### src/rtl/rebnet_pkg.sv
// Purpose : shared definitions for the ReBNet processing-element blocks
//           (binarizer FSM state encoding and a constant-evaluable clog2).
// Latency : n/a (package only).
// Backpressure: n/a (package only).
package rebnet_pkg;

    // Binarizer FSM state codes; the PE controller decodes the same values.
    localparam logic [2:0] S_IDLE     = 3'd0;
    localparam logic [2:0] S_FETCH    = 3'd1;
    localparam logic [2:0] S_LOAD     = 3'd2;
    localparam logic [2:0] S_LEVEL    = 3'd3;
    localparam logic [2:0] S_WRITE    = 3'd4;
    localparam logic [2:0] S_DONE     = 3'd5;
    localparam logic [2:0] S_WAIT_LOW = 3'd6;

    typedef enum logic [2:0] {
        ST_IDLE     = S_IDLE,
        ST_FETCH    = S_FETCH,
        ST_LOAD     = S_LOAD,
        ST_LEVEL    = S_LEVEL,
        ST_WRITE    = S_WRITE,
        ST_DONE     = S_DONE,
        ST_WAIT_LOW = S_WAIT_LOW
    } bin_state_t;

    // Ceiling log2, usable in parameter expressions. clog2(1) = 0.
    function automatic int clog2(input int value);
        int res;
        res = 0;
        for (int v = value - 1; v > 0; v = v >> 1) begin
            res++;
        end
        return res;
    endfunction

endpackage

### src/rtl/pe_res_level_step.sv
// Purpose : one residual-binarization level: sign of the residual, then move
//           the residual toward zero by gamma.
// Latency : combinational. Backpressure: none.
// Ports   : r (signed residual), gamma (unsigned scale) -> sign_bit (1 = +1),
//           r_next (updated residual).
module pe_res_level_step #(
    parameter int ACC_W = 16,
    parameter int RES_W = 19
) (
    input  logic signed [RES_W-1:0] r,
    input  logic        [ACC_W-1:0] gamma,
    output logic                    sign_bit,
    output logic signed [RES_W-1:0] r_next
);

    logic signed [RES_W-1:0] gamma_ext;

    // Gamma is a magnitude, so it is zero-extended.
    assign gamma_ext = {{(RES_W-ACC_W){1'b0}}, gamma};

    // An exact-zero residual counts as +1.
    assign sign_bit = ~r[RES_W-1];
    assign r_next   = sign_bit ? (r - gamma_ext) : (r + gamma_ext);

endmodule

### src/rtl/pe_residual_binarizer.sv
// Purpose : per neuron, reads acc and threshold, runs LEVELS residual
//           binarization steps and writes LEVELS sign bits; pulses finish_all
//           when every neuron has been written.
// Latency : LEVELS+3 cycles per neuron; finish_all NUM_NEURONS*(LEVELS+3)+1
//           cycles after IDLE samples binarize_start.
// Backpressure: none; buffers are fixed-latency (read data 1 cycle after rd_en).
// Ports   : clk, rst (async, active-high); binarize_start / finish_all
//           handshake; gamma_flat scales; rd_addr/rd_en -> acc_rdata/thr_rdata;
//           out_we/out_addr/out_bits activation writes.
module pe_residual_binarizer
    import rebnet_pkg::*;
#(
    parameter int NUM_NEURONS = 16,
    parameter int ACC_W       = 16,
    parameter int LEVELS      = 2,
    parameter int ADDR_W      = 4
) (
    input  logic                    clk,
    input  logic                    rst,
    input  logic                    binarize_start,
    output logic                    finish_all,
    input  logic [LEVELS*ACC_W-1:0] gamma_flat,
    output logic [ADDR_W-1:0]       rd_addr,
    output logic                    rd_en,
    input  logic [ACC_W-1:0]        acc_rdata,
    input  logic [ACC_W-1:0]        thr_rdata,
    output logic                    out_we,
    output logic [ADDR_W-1:0]       out_addr,
    output logic [LEVELS-1:0]       out_bits
);

    // Headroom: one bit for acc - thr, plus enough for LEVELS gamma steps.
    localparam int RES_W = ACC_W + 1 + clog2(LEVELS + 1);
    localparam int LVL_W = (LEVELS > 1) ? clog2(LEVELS) : 1;

    bin_state_t              state;
    bin_state_t              state_nxt;
    logic [ADDR_W-1:0]       idx;
    logic [LVL_W-1:0]        lvl;
    logic signed [RES_W-1:0] r;
    logic [LEVELS-1:0]       b;

    logic signed [RES_W-1:0] acc_ext;
    logic signed [RES_W-1:0] thr_ext;
    logic [ACC_W-1:0]        gamma_cur;
    logic                    step_sign;
    logic signed [RES_W-1:0] step_r;
    logic [LEVELS-1:0]       b_shift;
    logic                    last_lvl;
    logic                    last_idx;

    assign acc_ext  = {{(RES_W-ACC_W){acc_rdata[ACC_W-1]}}, acc_rdata};
    assign thr_ext  = {{(RES_W-ACC_W){thr_rdata[ACC_W-1]}}, thr_rdata};
    assign last_lvl = (lvl == LVL_W'(LEVELS - 1));
    assign last_idx = (idx == ADDR_W'(NUM_NEURONS - 1));

    // Gamma for the current level.
    always_comb begin
        gamma_cur = gamma_flat[ACC_W-1:0];
        for (int l = 0; l < LEVELS; l++) begin
            if (lvl == LVL_W'(l)) begin
                gamma_cur = gamma_flat[l*ACC_W +: ACC_W];
            end
        end
    end

    // Single level step shared by all levels.
    pe_res_level_step #(
        .ACC_W (ACC_W),
        .RES_W (RES_W)
    ) u_step (
        .r        (r),
        .gamma    (gamma_cur),
        .sign_bit (step_sign),
        .r_next   (step_r)
    );

    // Sign bits enter at the top and shift down, so after LEVELS steps
    // level 0 sits in bit 0. Written this way it also holds for LEVELS = 1.
    always_comb begin
        b_shift             = b >> 1;
        b_shift[LEVELS-1]   = step_sign;
    end

    always_ff @(posedge clk or posedge rst) begin
        if (rst) begin
            state <= ST_IDLE;
        end else begin
            state <= state_nxt;
        end
    end

    always_comb begin
        state_nxt = state;
        case (state)
            ST_IDLE:     if (binarize_start) state_nxt = ST_FETCH;
            ST_FETCH:    state_nxt = ST_LOAD;
            ST_LOAD:     state_nxt = ST_LEVEL;
            ST_LEVEL:    if (last_lvl) state_nxt = ST_WRITE;
            ST_WRITE:    state_nxt = last_idx ? ST_DONE : ST_FETCH;
            ST_DONE:     state_nxt = ST_WAIT_LOW;
            // A held request must not retrigger a run.
            ST_WAIT_LOW: if (!binarize_start) state_nxt = ST_IDLE;
            default:     state_nxt = ST_IDLE;
        endcase
    end

    always_ff @(posedge clk or posedge rst) begin
        if (rst) begin
            idx <= '0;
            lvl <= '0;
            r   <= '0;
            b   <= '0;
        end else begin
            case (state)
                ST_IDLE: begin
                    if (binarize_start) idx <= '0;
                end
                ST_LOAD: begin
                    r   <= acc_ext - thr_ext;
                    lvl <= '0;
                end
                ST_LEVEL: begin
                    r   <= step_r;
                    b   <= b_shift;
                    lvl <= lvl + LVL_W'(1);
                end
                ST_WRITE: begin
                    if (!last_idx) idx <= idx + ADDR_W'(1);
                end
                default: ;
            endcase
        end
    end

    // Strobes decode straight from the state register, so a reset clears
    // them at once; addresses and data read as zero outside their strobe.
    assign rd_en      = (state == ST_FETCH);
    assign out_we     = (state == ST_WRITE);
    assign finish_all = (state == ST_DONE);
    assign rd_addr    = rd_en  ? idx : '0;
    assign out_addr   = out_we ? idx : '0;
    assign out_bits   = out_we ? b   : '0;

endmodule

### config.mk
export PLATFORM = sky130hd
export DESIGN_NAME = pe_residual_binarizer
export DESIGN_NICKNAME = d
export VERILOG_FILES = /design/src/rtl/rebnet_pkg.sv /design/src/rtl/pe_res_level_step.sv /design/src/rtl/pe_residual_binarizer.sv
export SDC_FILE = /design/constraint.sdc
export NUM_CORES = 1
export LEC_CHECK = 0
export CAP_MARGIN = 10
export CORE_UTILIZATION = 53
export CTS_BUF_LIST = sky130_fd_sc_hd__clkbuf_2
export DETAILED_ROUTE_END_ITERATION = 6
export PLACE_DENSITY = 0.83
export REMOVE_ABC_BUFFERS = 1
export SYNTH_ARGS = -nofsm -noshare
export SYNTH_HDL_FRONTEND = slang
export SYNTH_HIERARCHICAL = 1
export SYNTH_SLANG_ARGS = --single-unit
### constraint.sdc
create_clock -name clk -period 4.1 [get_ports clk]
set_input_delay 0.82 -clock clk [delete_from_list [all_inputs] [get_ports clk]]
set_output_delay 0.82 -clock clk [all_outputs]
set_load 0.02 [all_outputs]
# ---- Word level (Yosys, flattened, before mapping)
# Index checks and enable logic that the tools add are counted.
dict set report op_classes {
  n_reduce_logical 5
  muxes 15
  bitwise 1
  n_eq_ne 11
  addsub 5
}
# op n
set op_table {}
lappend op_table {{one-hot mux 19 bit (2 select lines)} 1}
lappend op_table {{one-hot mux 3 bit (7 select lines)} 1}
lappend op_table {{adder 19 x 17 -> 19 bit} 1}
lappend op_table {{2-to-1 mux 19 bit} 1}
lappend op_table {{subtractor 19 x 17 -> 19 bit} 1}
lappend op_table {{subtractor 16 x 16 -> 17 bit} 1}
lappend op_table {{2-to-1 mux 16 bit} 1}
lappend op_table {{2-to-1 mux 4 bit} 4}
lappend op_table {{2-to-1 mux 3 bit} 4}
lappend op_table {{== test 3 bit, second input constant} 3}
lappend op_table {{!= test 2 bit, second input constant} 4}
lappend op_table {{one-hot mux 4 bit (2 select lines)} 1}
lappend op_table {{== test 3 x 2 -> 1 bit, second input constant} 2}
lappend op_table {{AND reduction 3 bit} 2}
lappend op_table {{adder 4 x 1 -> 4 bit, second input constant} 1}
lappend op_table {{== test 4 bit, second input constant} 1}
lappend op_table {{nonzero test 2 bit} 2}
lappend op_table {{== test 3 x 1 -> 1 bit, second input constant} 1}
lappend op_table {{logical NOT 3 bit} 1}
lappend op_table {{2-to-1 mux 2 bit} 1}
lappend op_table {{one-hot mux 1 bit (2 select lines)} 1}
lappend op_table {{adder 1 bit, second input constant} 1}
lappend op_table {{inverter 1 bit} 1}
dict set report word_totals {
  inputBits 67
  elab_cells 42
  reg_bits 29
  output_inout_bits 13
}

# ---- Logic depth before layout (Yosys ltp)
# Gate-level depths: netlist (run 1).
dict set report logic_depth {
  word_depth 4
  ltp_mapped 18
  depth_no_buf 16
}

# ---- By module
# The synthesis (run 1) kept the hierarchy.
# mod cells_each area_per_inst_um2 n_inst
set by_module_without_submodules {}
lappend by_module_without_submodules {pe_residual_binarizer 300 2412.3 1}
lappend by_module_without_submodules {pe_res_level_step 174 1217.4 1}

# ---- Worst setup path after synthesis (run 1)
# No wires, ideal clock.
dict set report synth_timing {
  kind {input port to flip-flop}
  from {input port gamma_flat[16]}
  to {register r[18]}
  stages 17
  t_arrival_ns 3.743
  setup_ns 0.131
  path_slack_ns 0.226
  cell_sequence {mux2_2 > inv_1 > ha_1 > nor3b_1 > nor4b_4 > a21oi_1 > xor2_1 > ha_1 > buf_2 > nand2_1 > nor2_1 > a211oi_1 > o21ai_0 > a311oi_1 > xor2_1 > a211oi_1 > o21ai_0}
}
dict set report synth_via {
  elab_chain_len 4
  word_cells_on_any_way 5
  classes_between {add/sub (2); mux (3)}
}
# element line_no
set synth_rtl {}
lappend synth_rtl {{start, declared} pe_residual_binarizer.sv:22} ;# input logic [LEVELS*ACC_W-1:0] gamma_flat,
lappend synth_rtl {{2-to-1 mux 16 bit *} pe_residual_binarizer.sv:61} ;# if (lvl == LVL_W'(l)) begin
lappend synth_rtl {{subtractor 19 x 17 -> 19 bit / adder 19 x 17 -> 19 bit (equally long branches)} pe_res_level_step.sv:23} ;# assign r_next = sign_bit ? (r - gamma_ext) : (r + gamma_ext);
lappend synth_rtl {{2-to-1 mux 19 bit *} pe_res_level_step.sv:23}
lappend synth_rtl {{named net step_r[18]} pe_residual_binarizer.sv:47} ;# logic signed [RES_W-1:0] step_r;
lappend synth_rtl {{one-hot mux 19 bit (2 select lines) *} pe_residual_binarizer.sv:115} ;# case (state)
lappend synth_rtl {{end signal, assigned} pe_residual_binarizer.sv:120} ;# r <= acc_ext - thr_ext;
lappend synth_rtl {{end signal, assigned} pe_residual_binarizer.sv:124} ;# r <= step_r;
lappend synth_rtl {{end, declared} pe_residual_binarizer.sv:40} ;# logic signed [RES_W-1:0] r;
# Mark *: on every way through the listed nets, which the timed path passes. The rest lies on a longest branch.
# A chain may end at the register's enable or synchronous reset.

# ---- Worst setup path after layout (run 1)
dict set report layout_timing {
  from {input port gamma_flat[16]}
  to {register r[18]}
}
dict set report layout_via {
  elab_chain_len 4
  word_cells_on_any_way 5
  classes_between {add/sub (2); mux (3)}
}
# element line_no
set layout_rtl {}
lappend layout_rtl {{2-to-1 mux 16 bit *} pe_residual_binarizer.sv:61}
lappend layout_rtl {{named net gamma_cur[0]} pe_residual_binarizer.sv:45} ;# logic [ACC_W-1:0] gamma_cur;
lappend layout_rtl {{subtractor 19 x 17 -> 19 bit / adder 19 x 17 -> 19 bit (equally long branches)} pe_res_level_step.sv:23}
lappend layout_rtl {{2-to-1 mux 19 bit *} pe_res_level_step.sv:23}
lappend layout_rtl {{named net step_r[18]} pe_residual_binarizer.sv:47}
lappend layout_rtl {{one-hot mux 19 bit (2 select lines) *} pe_residual_binarizer.sv:115}
# Marks and branches as above.

==> flow_metrics.tcl, run 1 <==
set metrics [dict create \
    status "finished with violations" \
    violations "design-rule violations" \
    fin_crit_ps 4070 \
    endpoint_kind "register" \
    netlist_top_cells_area "dfrtp_1 (20%), ha_1 (13%), a21oi_1 (8.7%)" \
    ys_ff_latch 29 \
    holdBufCountCts 0 \
    regArea_um2 727 \
    cts_max_level 2 \
    setup_viol 0 \
    synth_top_area_share_pct 20.0 \
    grt_pass1_wl_mm 16.9 \
    place_hpwl_mm 8.07 \
    critPathRequiredTime_ps 4360 \
    powerDensity_mw_per_mm2 909 \
    area_delta_synth_final_pct 37.7 \
    setup_ws_ps 31.7 \
    clk_latency_ps 370 \
    synthCells 474 \
    timing.fmax_mhz 246 \
    reg2reg_slack_ps 160 \
    arrival_ps 4330 \
    setup.worst_path.end "r[18]" \
    r2r-end "r[18]" \
    ys.flop_type "dfrtp_1" \
    hp-class "reg -> reg" \
    routedWlPerCell_um 15.4 \
    synth_area_mm2 0.00363 \
    critPathLaunchType "input port" \
    crit_fanout 6 \
    power.static_leakage_uw 0.00229 \
    grt_start_max_net_pins 33 \
    ys_types 53 \
    dieArea_mm2 0.00718 \
    drtIter0Drc 331 \
    tns_ps 0 \
    totalWireLength_mm 10.4 \
    drv_slew 0 \
    r2r-start "last_lvl" \
    post-route-period-util_pct 99.2 \
    finalHoldViolCount 0 \
    reg2reg_depth 16 \
    core_mm2 0.00649 \
    ant_nets 0 \
    first_global_vias 3677 \
    vias_per_cell 5.85 \
    die_x_um 84.8 \
    start_util_pct 55.9 \
    dpl_cell_area_mm2 0.00479 \
    clockBufferDepth 2 \
    post-route-cell-area_mm2 0.00500 \
    pre_cts_ws_ps -416 \
    drc 9 \
    layout-drive-gt1-share_pct 18.8 \
    root_buffer "clkbuf_2" \
    min_from "r[4]" \
    dr.pass1.iters 7 \
    yosysTopAreaCell "dfrtp_1" \
    grt_usage_pct 29.0 \
    final_core_util_pct 77.0 \
    vdd_drop_max_mv 0.429 \
    cts.clk_slew.worst_paths_ps 160 \
    synth_warnings 6 \
    whs_ps 527 \
    max-slew-margin-rel_pct 39.4 \
    path_class "in -> reg" \
    rows 29 \
    multi_input_area_mm2 0.00280 \
    ys_seq_area_share_pct 20.0 \
    cts_buffers 5 \
    nNetsFinal 700 \
    async_flop_share_pct 100 \
    fin_skew_ps 27.1 \
    gp_congestion 0.970 \
    antenna_cells 0 \
    n_fill_cell 495 \
    syn_avg_cell_area_um2 7.66 \
    gr-total-overflow 0 \
    ios 80 \
    antenna_found_initial 0 \
    synth_enable_flop_cells 0 \
    crit_start "gamma_flat[16]" \
    worst_pin_slew_ps 907 \
    cts.sinks 29 \
    max_cap_violations 0 \
    die_y_um 84.8 \
    via_count 3934 \
    cts_tree "built" \
    io_buffers 79 \
]
-- placed cells by master (no fill, tap or decap), drive strengths merged, types with 3 or more instances in the layout --
| master | Yosys | layout |
|---|---|---|
| mux2 | 19 | 19 |
| nand2 | 48 | 48 |
| o21a | 4 | 4 |
| nand3 | 11 | 11 |
| dfrtp | 29 | 29 |
| o22ai | 7 | 7 |
| o211ai | 3 | 3 |
| nor3b | 4 | 4 |
| inv | 33 | 33 |
| nor2 | 33 | 33 |
| clkbuf | 9 | 6 |
| xor2 | 22 | 22 |
| o21ai | 42 | 42 |
| a31oi | 9 | 9 |
| a21o | 3 | 3 |
| and3 | 14 | 14 |
| and2 | 4 | 4 |
| o31ai | 4 | 4 |
| xnor2 | 22 | 22 |
| a21boi | 3 | 3 |
| nor3 | 10 | 10 |
| a211oi | 6 | 6 |
| ha | 37 | 37 |
| buf | 9 | 52 |
| o21bai | 4 | 4 |
| clkdlybuf4s50 | 0 | 73 |
| dlymetal6s2s | 0 | 6 |
| a21oi | 64 | 64 |
-- cell usage after synthesis, types with 3 or more instances --
| master | number |
|---|---|
| nand2_1 | 48 |
| nand3_1 | 11 |
| nor3b_1 | 4 |
| o22ai_1 | 7 |
| o21ai_0 | 34 |
| clkbuf_1 | 9 |
| o31ai_1 | 3 |
| inv_1 | 33 |
| a21oi_1 | 63 |
| a211oi_1 | 6 |
| mux2_2 | 19 |
| o21ai_1 | 7 |
| a21o_1 | 3 |
| o21a_1 | 4 |
| ha_1 | 37 |
| xor2_1 | 22 |
| buf_2 | 7 |
| a31oi_1 | 8 |
| and3_1 | 14 |
| nor2_1 | 32 |
| o21bai_1 | 4 |
| dfrtp_1 | 29 |
| and2_1 | 4 |
| xnor2_1 | 22 |
| nor3_1 | 9 |
-- through the flow --
step                      std cells  total power [uW]
after global routing            672              4910
final                           672              4540
after global placement          658              4000
after CTS                       667              4250
after floorplan                 456              2780
after detailed placement        658              4070
-- worst min path at each step --
stage	slack [ps]	endpoint	cells after the start
floorplan	460	r[2]	2
global placement	480	r[2]	2
detailed placement	490	r[4]	2
CTS	530	r[4]	2
global route	550	b[0]	1
finish	530	r[4]	2
-- report_power, final --
group,internal [uW],switching (uW),leakage (uW)
clock,42.8,105,0.0000327
sequential,438,163,0.000349
combinational,1810,1980,0.00190
total,2290,2250,0.00229
-- sequential cells by signal (all words and copies together) (netlist names) --
| name | flops |
|---|---|
| b | 2 |
| r | 19 |
| last_lvl | 1 |
| state | 3 |
| idx | 4 |
-- critical path, cell delays in order --
cell	delay, ps
clkdlybuf4s50_1	410
mux2_4	290
inv_1	70
ha_1	150
nor3b_2	180
buf_4	140
nor4b_4	250
buf_4	180
a31oi_1	100
xor2_1	270
ha_2	350
and3_4	200
nand3_1	70
a31oi_1	90
a311oi_1	310
xor2_1	110
a211oi_1	220
o21ai_1	110
-- area by class of cell --
cell class	count	share of cell area [%]
Clock buffer	6	0.601
Clock inverter	2	0.200
Inverter	33	2.48
Multi-Input combinational cell	394	55.9
Sequential cell	29	14.5
Tap cell	77	1.93
Timing Repair Buffer	131	24.3
-- logic make-up (layout without fill, tap and decap cells) --
family | count (synthesis) | in the layout | synth area share (%)
compound gates | 154 | 154 | 24.8
xor+xnor | 44 | 44 | 10.6
fa+ha+maj | 39 | 39 | 13.9
buf+inv | 51 | 172 | 5.52
flops | 29 | 29 | 20.0
mux | 21 | 21 | 6.45
simple gates | 136 | 136 | 18.8
-- layer usage --
metal | global-route usage [%] | share of wire, % | vias up
li1 | - | - | 1929
met1 | 38.0 | 44 | 1795
met2 | 49.8 | 47 | 188
met3 | 4.42 | 6.6 | 22
met4 | 8.17 | 2.0 | 0
met5 | 0 | 0 | -
-- timing repair --
action	CTS	global route
buffers inserted	1	4
pin swaps	1	21
endpoints found under the setup margin	2	7
gates resized for setup	0	37
(Power assumes the default switching activity.)
==> inputs of run 2 (changes only) <==
--- a/config.mk
+++ b/config.mk
@@ -6,10 +6,10 @@
 export NUM_CORES = 1
 export LEC_CHECK = 0
 export CAP_MARGIN = 10
-export CORE_UTILIZATION = 53
+export CORE_UTILIZATION = 38
 export CTS_BUF_LIST = sky130_fd_sc_hd__clkbuf_2
+export CTS_CLUSTER_SIZE = 20
 export DETAILED_ROUTE_END_ITERATION = 6
-export PLACE_DENSITY = 0.83
 export REMOVE_ABC_BUFFERS = 1
 export SYNTH_ARGS = -nofsm -noshare
 export SYNTH_HDL_FRONTEND = slang
==> flow_metrics.tcl, run 2 (synthesis results as in run 1) <==
set metrics [dict create \
    dpl.cell_count 721 \
    crit_start "gamma_flat[5]" \
    antenna_cells 0 \
    post-route-period-util_pct 96.4 \
    nNetsFinal 710 \
    clockBufferDepth 2 \
    io_buffers 79 \
    top_layer_used "met4" \
    max-slew-margin-rel_pct 40.8 \
    layout-drive-gt1-share_pct 20.5 \
    power_frac_seq_pct 13.5 \
    first_global_vias 3678 \
    fin_crit_ps 3950 \
    power.static_leakage_uw 0.00233 \
    p_int_uw 2340 \
    cts.clk_slew.worst_paths_ps 160 \
    via_count 3777 \
    path_class "in -> reg" \
    worst_pin_slew_ps 886 \
    final_common_cell "clkdlybuf4s50_1" \
    tns_ps 0 \
    wl_met1_mm 4.70 \
    antenna_found_initial 0 \
    final_cells 733 \
    place_hpwl_mm 7.86 \
    status "completed" \
    drtIter0Drc 143 \
    wl_met2_mm 4.69 \
    dieArea_mm2 0.00995 \
    top_regs "r x19, idx x4, state x3" \
    power.share.switching_pct 48.0 \
    combPwrFrac_pct 83.3 \
    fin_skew_ps 14.2 \
    rows 35 \
    root_buffer "clkbuf_2" \
    clk_latency_ps 370 \
    arrival_ps 4200 \
    grt_pass1_wl_mm 16.6 \
    p_sw_uw 2160 \
    r2r-start "last_lvl" \
    core_mm2 0.00924 \
    timing.fmax_mhz 253 \
    min_from "r[2]" \
    setup_viol 0 \
    critPathRequiredTime_ps 4350 \
    critPathLaunchType "input port" \
    endpoint_kind "register" \
    grt_start_max_net_pins 30 \
    holdBufCountCts 0 \
    max_cap_violations 0 \
    top_register "r" \
    cts_buffers 5 \
    vdd_drop_max_mv 0.391 \
    ios 80 \
    gr-total-overflow 0 \
    crit_fanout 3 \
    drc 0 \
    area_delta_synth_final_pct 41.9 \
    totalWireLength_mm 10.1 \
    vias_per_cell 5.15 \
    clock_power_share_pct 3.2 \
    die_x_um 99.7 \
    gp_congestion 0.990 \
    routedWlPerCell_um 13.7 \
    cts_max_level 2 \
    ant_nets 0 \
    powerDensity_mw_per_mm2 874 \
    grt_usage_pct 20.6 \
    cts.sinks 29 \
    wl_met3_um 491 \
    finalHoldViolCount 0 \
    cts_tree "built" \
    drv_slew 0 \
    start_util_pct 39.3 \
    largest_register_ffs 19 \
    die_y_um 99.7 \
    hp-class "reg -> reg" \
    dr.pass1.iters 4 \
    layout.cells.most_common_list "clkdlybuf4s50_1 (73), buf_4 (61), a21oi_1 (59)" \
]
-- run 2: worst max-delay path, cell delays in order --
cell and delay [ps]:
clkdlybuf4s50_1 400, mux2_4 300, nor3_4 220, nand2_2 90, buf_4 150, nor4b_4 310, buf_4 190, a31oi_2 90
xor2_1 290, ha_1 320, buf_4 150, o21a_1 100, o21ai_0 150, a21oi_1 80, nor3_2 150, xnor2_1 80
a211oi_1 220, o21ai_1 90
-- run 2: final timing paths --
| path | end | slack, ps | cells past startpoint |
|---|---|---|---|
| setup / recovery | r[16] | 150 | 18 |
| hold / removal | r[2] | 520 | 2 |
| setup reg to reg | r[18] | 250 | 16 |
| hold reg to reg | r[2] | 520 | 2 |
| max in group asynchronous | last_lvl | 3010 | 3 |
| min in group asynchronous | idx[2] | 800 | 3 |
-- run 2: repair_timing --
action | CTS | global route
setup buffers | 0 | 5
pin swaps | 0 | 24
setup endpoints to repair | 2 | 7
gates resized for setup | 1 | 43
-- run 2: through the flow --
stage | instance area, um^2 | setup slack [ps] | hold WS [ps] | total power [uW] | utilization, %
global route | 5150 | -28.0 | 548 | 4950 | 55.7
global placement | 4930 | -377 | 479 | 4070 | 53.4
floorplan | 3550 | 237 | 456 | 2780 | -
detailed placement | 4930 | -462 | 488 | 4090 | 53.4
CTS | 4970 | 1.07 | 525 | 4270 | 53.8
finish | 5150 | 149 | 516 | 4500 | 55.7
-- run 2: area by class of cell --
type,count,area [um^2]
fill,890,4090
tap,129,161
inverter,33,124
clock buffer,5,25.0
clock inverter,2,11.3
timing repair buffer,141,1270
multi-input combinational,394,2830
sequential,29,727
-- run 2: power groups by stage --
stage | Clock, uW | Sequential, uW | Combinational (uW)
after CTS | 148 | 611 | 3510
after floorplan | 0 | 588 | 2190
after detailed placement | 0 | 617 | 3480
after global routing | 161 | 632 | 4150
after global placement | 0 | 617 | 3460
final | 145 | 607 | 3750
-- run 2: routing by layer --
layer / up-vias / global-route usage (%)
li1: 1959 / -
met2: 117 / 36.0
met5: - / 0
met1: 1684 / 26.8
met3: 17 / 2.04
met4: 0 / 6.11
